[src/rtl/conv3x3_pe_if.sv]
// ---------------------------------------------------------------------------
// conv3x3_pe_if
//
// Bundles the weight-load, window-input and pixel-output signals of the
// 3x3 convolution processing element so they travel as one port.
//
// Signals
//   w_load      weight/bias write strobe, one value per cycle
//   w_data      signed 8-bit weight/bias value, sampled with w_load
//   w_ready     high once all nine weights and the bias are loaded
//   in_valid    a 3x3 window is presented this cycle (no backpressure)
//   win         nine unsigned 8-bit taps, tap k at win[8k+7:8k]
//   out_valid   pix_out carries a new result this cycle
//   pix_out     unsigned 8-bit quantized convolution result
//   frame_done  one-cycle pulse with the last out_valid of a frame
//
// Handshake semantics: there is no ready on the window path. A window is
// consumed on any rising edge where in_valid=1, w_ready=1 and w_load=0;
// every other window is silently dropped. out_valid is a one-cycle
// qualifier for pix_out and the sink must accept it unconditionally.
//
// Modports
//   master  upstream/downstream environment (drives loads and windows)
//   slave   the processing element
// ---------------------------------------------------------------------------
interface conv3x3_pe_if;
  logic              w_load;
  logic signed [7:0] w_data;
  logic              w_ready;
  logic              in_valid;
  logic [71:0]       win;
  logic              out_valid;
  logic [7:0]        pix_out;
  logic              frame_done;

  modport master (
    output w_load,
    output w_data,
    output in_valid,
    output win,
    input  w_ready,
    input  out_valid,
    input  pix_out,
    input  frame_done
  );

  modport slave (
    input  w_load,
    input  w_data,
    input  in_valid,
    input  win,
    output w_ready,
    output out_valid,
    output pix_out,
    output frame_done
  );
endinterface

[src/rtl/conv3x3_pe.sv]
// ---------------------------------------------------------------------------
// conv3x3_pe
//
// 3x3 convolution processing element. Nine signed 8-bit weights and a
// signed 8-bit bias are loaded serially; afterwards one 3x3 window of
// unsigned 8-bit taps is accepted per cycle and produces one unsigned
// 8-bit pixel exactly four cycles later.
//
// Parameters
//   IMG_WIDTH  output pixels per frame side (frame = IMG_WIDTH^2 outputs)
//   SHIFT      arithmetic right shift applied before output saturation
//
// Ports
//   clk        rising-edge clock
//   rst        synchronous, active-high reset
//   bus        conv3x3_pe_if.slave (load, window and output signals)
//   state_dbg  current controller state: 0 = LOAD, 1 = RUN
//
// Pipeline (window accepted at edge N)
//   edge N    capture: taps, weights and bias snapshot
//   edge N+1  nine 17-bit signed products
//   edge N+2  three row partial sums
//   edge N+3  20-bit accumulator including bias
//   edge N+4  clamp/shift into pix_out, out_valid, frame_done
// ---------------------------------------------------------------------------
module conv3x3_pe #(
  parameter int IMG_WIDTH = 128,
  parameter int SHIFT     = 4
) (
  input  logic          clk,
  input  logic          rst,
  conv3x3_pe_if.slave   bus,
  output logic          state_dbg
);

  localparam int FRAME_PIX = IMG_WIDTH * IMG_WIDTH;
  localparam int CNT_W     = (FRAME_PIX > 1) ? $clog2(FRAME_PIX) : 1;
  localparam logic [CNT_W-1:0] CNT_LAST = CNT_W'(FRAME_PIX - 1);
  localparam logic [3:0] BIAS_IDX = 4'd9;

  // -------------------------------------------------------------------------
  // Load/run controller
  // -------------------------------------------------------------------------
  typedef enum logic {
    ST_LOAD = 1'b0,
    ST_RUN  = 1'b1
  } state_e;

  state_e     state_q, state_d;
  logic [3:0] idx_q, idx_d;
  logic       wr_en;
  logic [3:0] wr_idx;

  always_ff @(posedge clk) begin
    if (rst) begin
      state_q <= ST_LOAD;
      idx_q   <= 4'd0;
    end else begin
      state_q <= state_d;
      idx_q   <= idx_d;
    end
  end

  always_comb begin
    state_d = state_q;
    idx_d   = idx_q;
    wr_en   = 1'b0;
    wr_idx  = idx_q;
    case (state_q)
      ST_LOAD: begin
        if (bus.w_load) begin
          wr_en  = 1'b1;
          wr_idx = idx_q;
          if (idx_q == BIAS_IDX) begin
            state_d = ST_RUN;
            idx_d   = 4'd0;
          end else begin
            idx_d = idx_q + 4'd1;
          end
        end
      end
      ST_RUN: begin
        // A write while running restarts the whole load sequence; the
        // written value becomes w0 immediately.
        if (bus.w_load) begin
          wr_en   = 1'b1;
          wr_idx  = 4'd0;
          state_d = ST_LOAD;
          idx_d   = 4'd1;
        end
      end
      default: begin
        state_d = ST_LOAD;
        idx_d   = 4'd0;
      end
    endcase
  end

  assign bus.w_ready = (state_q == ST_RUN);
  assign state_dbg   = (state_q == ST_RUN);

  // -------------------------------------------------------------------------
  // Weight and bias storage
  // -------------------------------------------------------------------------
  logic signed [7:0] w_q [9];
  logic signed [7:0] bias_q;

  always_ff @(posedge clk) begin
    if (rst) begin
      for (int k = 0; k < 9; k++) w_q[k] <= 8'sd0;
      bias_q <= 8'sd0;
    end else if (wr_en) begin
      if (wr_idx == BIAS_IDX) bias_q <= bus.w_data;
      for (int k = 0; k < 9; k++) begin
        if (wr_idx == 4'(k)) w_q[k] <= bus.w_data;
      end
    end
  end

  // -------------------------------------------------------------------------
  // Capture stage. Weights and bias are snapshotted with the taps so a
  // reload after acceptance cannot disturb a window already accepted.
  // -------------------------------------------------------------------------
  logic              cap;
  logic              c_v;
  logic [7:0]        c_tap [9];
  logic signed [7:0] c_w   [9];
  logic signed [7:0] c_bias;

  assign cap = (state_q == ST_RUN) && bus.in_valid && !bus.w_load;

  always_ff @(posedge clk) begin
    if (rst) c_v <= 1'b0;
    else     c_v <= cap;
  end

  always_ff @(posedge clk) begin
    if (cap) begin
      for (int k = 0; k < 9; k++) begin
        c_tap[k] <= bus.win[8*k +: 8];
        c_w[k]   <= w_q[k];
      end
      c_bias <= bias_q;
    end
  end

  // -------------------------------------------------------------------------
  // Product stage: zero-extended tap times signed weight. The 17-bit
  // result holds the full range 255 * -128 .. 255 * 127.
  // -------------------------------------------------------------------------
  logic signed [16:0] prod_c [9];
  logic signed [16:0] p_q    [9];
  logic signed [7:0]  p_bias;
  logic               p_v;

  always_comb begin
    for (int k = 0; k < 9; k++) begin
      prod_c[k] = 17'($signed({1'b0, c_tap[k]})) * 17'(c_w[k]);
    end
  end

  always_ff @(posedge clk) begin
    if (rst) p_v <= 1'b0;
    else     p_v <= c_v;
  end

  always_ff @(posedge clk) begin
    for (int k = 0; k < 9; k++) p_q[k] <= prod_c[k];
    p_bias <= c_bias;
  end

  // -------------------------------------------------------------------------
  // Partial-sum stage: one sum per window row.
  // -------------------------------------------------------------------------
  logic signed [18:0] ps_q [3];
  logic signed [7:0]  s_bias;
  logic               s_v;

  always_ff @(posedge clk) begin
    if (rst) s_v <= 1'b0;
    else     s_v <= p_v;
  end

  always_ff @(posedge clk) begin
    for (int r = 0; r < 3; r++) begin
      ps_q[r] <= 19'(p_q[3*r]) + 19'(p_q[3*r+1]) + 19'(p_q[3*r+2]);
    end
    s_bias <= p_bias;
  end

  // -------------------------------------------------------------------------
  // Accumulator stage: 20 bits cover 9 * 32640 + 128 in magnitude.
  // -------------------------------------------------------------------------
  logic signed [19:0] acc_q;
  logic               a_v;

  always_ff @(posedge clk) begin
    if (rst) a_v <= 1'b0;
    else     a_v <= s_v;
  end

  always_ff @(posedge clk) begin
    acc_q <= 20'(ps_q[0]) + 20'(ps_q[1]) + 20'(ps_q[2]) + 20'(s_bias);
  end

  // -------------------------------------------------------------------------
  // Output stage: negative clamps to 0, shifted value saturates at 255.
  // -------------------------------------------------------------------------
  logic signed [19:0] shifted;
  logic [7:0]         quant;

  always_comb begin
    shifted = acc_q >>> SHIFT;
    quant   = shifted[7:0];
    if (acc_q < 20'sd0) begin
      quant = 8'd0;
    end else if (shifted > 20'sd255) begin
      quant = 8'hFF;
    end
  end

  logic [CNT_W-1:0] cnt_q;

  always_ff @(posedge clk) begin
    if (rst) begin
      bus.out_valid  <= 1'b0;
      bus.pix_out    <= 8'd0;
      bus.frame_done <= 1'b0;
      cnt_q          <= '0;
    end else begin
      bus.out_valid  <= a_v;
      bus.frame_done <= 1'b0;
      if (a_v) begin
        bus.pix_out <= quant;
        // The counter only advances on outputs, so weight reloads leave
        // the frame position untouched.
        if (cnt_q == CNT_LAST) begin
          cnt_q          <= '0;
          bus.frame_done <= 1'b1;
        end else begin
          cnt_q <= cnt_q + CNT_W'(1);
        end
      end
    end
  end

endmodule

[src/flat_wrapper.sv]
// flat-port wrapper written by rule: the top's interface ports become plain ports
module conv3x3_pe_flat 
#(
  parameter int IMG_WIDTH = 128,
  parameter int SHIFT     = 4
)
  (clk, rst, state_dbg, bus_w_load, bus_w_data, bus_in_valid, bus_win, bus_w_ready, bus_out_valid, bus_pix_out, bus_frame_done);
  conv3x3_pe_if bus_i ();
  input  logic clk;
  input  logic rst;
  output logic state_dbg;
  input wire logic [$bits(bus_i.w_load)-1:0] bus_w_load;
  input wire logic [$bits(bus_i.w_data)-1:0] bus_w_data;
  input wire logic [$bits(bus_i.in_valid)-1:0] bus_in_valid;
  input wire logic [$bits(bus_i.win)-1:0] bus_win;
  output wire logic [$bits(bus_i.w_ready)-1:0] bus_w_ready;
  output wire logic [$bits(bus_i.out_valid)-1:0] bus_out_valid;
  output wire logic [$bits(bus_i.pix_out)-1:0] bus_pix_out;
  output wire logic [$bits(bus_i.frame_done)-1:0] bus_frame_done;
  assign bus_i.w_load = bus_w_load;
  assign bus_i.w_data = bus_w_data;
  assign bus_i.in_valid = bus_in_valid;
  assign bus_i.win = bus_win;
  assign bus_w_ready = bus_i.w_ready;
  assign bus_out_valid = bus_i.out_valid;
  assign bus_pix_out = bus_i.pix_out;
  assign bus_frame_done = bus_i.frame_done;
  conv3x3_pe #(.IMG_WIDTH(IMG_WIDTH), .SHIFT(SHIFT)) u_core (.clk(clk), .rst(rst), .bus(bus_i), .state_dbg(state_dbg));
endmodule
[config.mk]
export PLATFORM = sky130hd
export DESIGN_NAME = conv3x3_pe_flat
export DESIGN_NICKNAME = d
export VERILOG_FILES = /design/src/rtl/conv3x3_pe_if.sv /design/src/rtl/conv3x3_pe.sv /design/src/flat_wrapper.sv
export SDC_FILE = /design/constraint.sdc
export NUM_CORES = 2
export LEC_CHECK = 0
export ABC_CLOCK_PERIOD_IN_PS = 6550
export CORE_MARGIN = 10
export CORE_UTILIZATION = 47
export DETAILED_ROUTE_END_ITERATION = 7
export DONT_BUFFER_PORTS = 1
export PLACE_DENSITY_LB_ADDON = 0.08
export SYNTH_ARGS = -nofsm -noshare
export SYNTH_HDL_FRONTEND = slang
export SYNTH_SLANG_ARGS = --single-unit
[constraint.sdc]
create_clock -name clk -period 6.55 [get_ports clk]
set_input_delay 0.9825 -clock clk [delete_from_list [all_inputs] [get_ports clk]]
set_output_delay 0.9825 -clock clk [all_outputs]
set_load 0.05 [all_outputs]
[Word level (Yosys, flattened, before mapping)]
Memories as Yosys holds them, arrays and structs flattened.
Index checks and enable logic that the tools add are counted.
Word-level totals
  input bits: 84
  memories: 5
  RAM bits: 426
  register bits: 85
Memory list
  u_core.p_q: depth 9, bits a word 17, rd ports 9, clocked after Yosys merged registers in 0, wr ports 9, RTL line conv3x3_pe.sv:152  | logic signed [16:0] p_q [9];
  u_core.c_tap: depth 9, bits a word 8, rd ports 9, clocked after Yosys merged registers in 0, wr ports 9, RTL line conv3x3_pe.sv:126  | logic [7:0] c_tap [9];
  u_core.c_w: depth 9, bits a word 8, rd ports 9, clocked after Yosys merged registers in 0, wr ports 9, RTL line conv3x3_pe.sv:127  | logic signed [7:0] c_w [9];
  u_core.w_q: depth 9, bits a word 8, rd ports 9, clocked after Yosys merged registers in 0, wr ports 9, RTL line conv3x3_pe.sv:105  | logic signed [7:0] w_q [9];
  u_core.ps_q: depth 3, bits a word 19, rd ports 3, clocked after Yosys merged registers in 0, wr ports 3, RTL line conv3x3_pe.sv:175  | logic signed [18:0] ps_q [3];
Operators by class
  multiply operators: 9
  magnitude comparators: 2
  bitwise logic cells: 11
  equal/unequal tests: 13
  reductions and logical operators: 7
  add/sub/neg operators: 11
  mux-type cells: 64
Operator list (count)
  $mul 9x8->17: 9
  $mux 8: 11
  $add 18x17->19: 3
  $add 17x17->18: 3
  $mux 1: 45
  $add 19x19->20: 1
  $add 20x19->20: 1
  $add 20x8->20: 1
  $lt 20x1->1 const B: 1
  $eq 4x3->1 const B: 4
  $gt 16x9->1 const B: 1
  $mux 4: 4
  $pmux 4 s2: 2
  $add 14x1->14 const B: 1
  $eq 14x14->1 const B: 1
  $mux 14: 1
  $eq 4x4->1 const B: 3
  $or 1x1->1: 9
  $eq 4x2->1 const B: 2
  $add 4x1->4 const B: 1
  $eq 4x1->1 const B: 1
  $logic_not 4->1: 1
  $ne 2x2->1 const B: 2
  $reduce_and 2->1: 2
  5 further kinds: 7

[Logic depth before layout (Yosys ltp)]
  word-level depth: 8
  mapped depth: 19
  gate-level depth less buffers: 19

[Worst setup path before layout]
OpenSTA, ideal clock, no wires.
  path kind: input -> register
  start point: input port bus_w_load
  end point: register u_core.c_bias[0] (enable)
  data arrival time: 4.689 ns
  path slack: 1.330 ns
  buffers on the path: 0
  stages on the path: 2
  required time: 6.019 ns
  setup time: 0.531 ns
  cell sequence: inv_1 > and3_1
On the way
  longest elaborated chain between the ends: 2
RTL lines
  from (decl): RTL line flat_wrapper.sv:12  | input wire logic [$bits(bus_i.w_load)-1:0] bus_w_load;
  $logic_not 1->1: RTL line conv3x3_pe.sv:130  | assign cap = (state_q == ST_RUN) && bus.in_valid && !bus.w_load;
  $logic_and 1x1->1: RTL line conv3x3_pe.sv:130
  via u_core.cap: RTL line conv3x3_pe.sv:124  | logic cap;
  to (signal assigned): RTL line conv3x3_pe.sv:143  | c_bias <= bias_q;
  to (decl): RTL line conv3x3_pe.sv:128  | logic signed [7:0] c_bias;
The timed path passes the listed nets, and every way through them passes these cells.
A chain may end at the register's enable or synchronous reset.

==> results.cfg <==
[synthesis]
ys_types = 74
synth_edf_count = 224
netlist_area_um2 = 38200
async_flop_share_pct = 0
synth_top_area_cell = fa_1
postSynthAreaPerCell_um2 = 10.8
synthTopCellsByCount = 588 x inv_1, 458 x ha_1, 424 x fa_1
synthTopCellsByArea = fa_1 22%, edfxtp_1 18%, ha_1 15%, dfxtp_1 15%, and2_1 6.2%
syn_nets = 4507
synth_seq_cells = 507
syn_inst = 3541
ys.flop_type = dfxtp_1
netlist.area_leader.share_pct = 22.2
synth.most_common_cell = inv_1
ys_seq_area_share_pct = 32.5
yosys_warnings = 0

[placed_design]
port_buffers = 0
gp_congestion = 0.861
placed_cell_area_um2 = 39500
dp_hpwl_mm = 68.9
dpl.cell_count = 4594

[setup_path]
crit_type = reg2reg
cp-end-kind = flip-flop
arrival_ns = 5.40
path_cells = nand2b_1, fa_1, fa_1, inv_1, fa_1, inv_1, fa_1, inv_1, ha_1, o21ai_0, a21boi_0, o21ai_1, a211oi_2, mux2i_1, or4_1
startpoint_type = flip-flop
cp.buffers_inverters = 3
cp_common_cell = fa_1
cpPeakStageDelay_ns = 0.54
cp_slowest_cell = fa_1
cp.required_ns = 7.05
cpLargestDelayFamily = adder cells
cp_max_fo = 8

[routing]
final_antenna_net_count = 0
dr.pass1.iters = 7
avgRoutedWirePerCell_um = 18.3
drt_iter0_drc = 1310
drc = 0
routed_wl_mm = 86.1
via_per_inst = 5.13
via_count = 24200

[floorplanning]
row_count = 104
io_pins = 96
core_area_um2 = 80500
initial_utilization_pct = 47.4
die_height_um = 305
die_area_um2 = 93000
fp.dieW_um = 305

[clock_network]
cts_root_buf = clkbuf_16
postCtsHoldBufs = 0
path_clk_slew_ns = 0.06
htree_num_levels = 2
post_cts_buffers = 0
clk_latency_ns = 0.64
cts_tree = built
cts_buffer_depth = 3
cts_resized = 0
clock-sinks = 507
cts_made_buffers = 59

[global_route]
grt_pass1_wl_mm = 139
track_usage_pct = 18.6
grt_max_degree = 65
grt_pass1_vias = 25500
antenna_found_initial = 12
grt_overflow = 0

[pwr]
power.total_uw = 6770
power_frac_clock_pct = 49.7
p_comb_share_pct = 0.9
switchingPower_uw = 1450
peakVddDrop_v = 0.000198
p_sw_share_pct = 21.4
p_leak_uw = 0.0193
intPower_uw = 5320
pwr_density_cell_nw_per_um2 = 163
pwr-share-seq_pct = 49.4

[sta]
min_period_over_period_pct = 74.9
rsz0062_at_grt = no
fin_crit_ns = 4.91
setup_viol = 0
slew_headroom_pct = 27.2
fin_skew_ns = 0.0313
fin_tns_setup_ns = 0
hold_viol = 0
tightest_slew_ns = 1.09
drv_slew = 0
fmax_mhz = 204

[run]
maxCapViolations = 0

[finish]
layout.nets = 4561
finalNonFillerCells = 4713
multi_input_area_um2 = 23500
register_area_um2 = 12400
layout-drive-gt1-share_pct = 3.81
final_area_um2 = 41600
area_delta_synth_final_pct = 8.85
fillers = 7167
utilization_pct = 51.6

[run_status]
outcome = finished, final reports clean

[min_path]
hold_path.class = reg2reg
[per-layer routing]
metal  vias to the layer above  GRT usage, %  part of all wire, %
met4                         6          5.03                  2.1
met5                         -             0                0.055
met2                       483          30.8                   47
met1                     11900          25.1                   45
met3                       107          2.77                  5.1
li1                      11700             -                    -
[cell usage in the layout (no fill, tap or decap), types with 18 or more instances in the layout]
cell type / synthesis / layout
mux2i_1: 20 / 20
a31oi_1: 18 / 18
a21oi_1: 103 / 103
o21a_1: 36 / 36
xor2_1: 38 / 38
nor2_1: 193 / 193
edfxtp_1: 224 / 224
nor4_1: 19 / 19
clkbuf_16: 0 / 65
nand3_1: 23 / 23
and2_1: 381 / 381
xnor2_1: 102 / 102
nand2b_1: 42 / 42
nor3_1: 49 / 48
inv_1: 588 / 588
a21o_1: 48 / 48
ha_1: 458 / 458
nand2_1: 194 / 194
nor2b_1: 34 / 34
o21ai_0: 68 / 68
fa_1: 424 / 424
dfxtp_1: 283 / 283
[cells by family (layout without fill, tap and decap cells)]
kind of cell,count (synthesis),in the layout,share of synthesized area [%]
DFF,507,507,32.5
and+or+nand+nor,1013,1013,14.1
buffers and inverters,603,708,5.94
adders and majority gates,882,882,37.2
AOI/OAI and AO/OA,373,373,6.48
other,0,7,0
xor gates and xnor gates,140,140,3.21
muxes,23,23,0.613
[power by group through the flow]
stage / clock network (µW) / registers (µW) / logic, µW
3_3_place_gp: 0 / 3410 / 61.9
6_report: 3360 / 3340 / 61.3
3_5_place_dp: 0 / 3410 / 63.1
2_1_floorplan: 0 / 3410 / 35.0
5_1_grt: 3580 / 3350 / 67.4
4_1_cts: 3470 / 3340 / 63.3
[worst paths after layout]
check                                    startpoint                end  cells after the start  slack (ns)
worst max-delay path            u_core.c_tap[0][16]  u_core.p_q[0][48]                     15        1.64
worst max register to register  u_core.c_tap[0][16]  u_core.p_q[0][48]                     15        1.64
worst min-delay path               u_core.p_bias[7]   u_core.s_bias[7]                      0        0.31
worst min register to register     u_core.p_bias[7]   u_core.s_bias[7]                      0        0.31
[state kept, by name (all words and copies together) (netlist names), 4 cells and up]
register            cells
u_core.cnt_q           14
u_core.w_q             72
u_core.c_w             72
u_core.bus.pix_out      8
u_core.acc_q           16
u_core.ps_q            57
u_core.s_bias           8
u_core.p_q            153
u_core.c_bias           8
u_core.idx_q            4
u_core.bias_q           8
u_core.c_tap           72
u_core.p_bias           8
[area by class of cell]
class	instances	share of cell area (%)
inverters	588	5.31
well taps	1060	3.19
repair buffers	8	0.144
diodes	7	0.0421
clock buffers	80	4.22
flip-flops and latches	507	29.8
clock inverters	32	0.656
multi-input cells	2431	56.6
[per-stage QoR]
| stage | setup WS, ns | hold slack (ns) |
|---|---|---|
| 2_1_floorplan | 1.33 | 0.310 |
| 3_3_place_gp | 1.74 | 0.313 |
| 3_5_place_dp | 1.68 | 0.312 |
| 4_1_cts | 1.66 | 0.317 |
| 5_1_grt | 1.42 | 0.328 |
| 6_report | 1.64 | 0.314 |
Note: power is estimated with default switching activity, not from simulation.
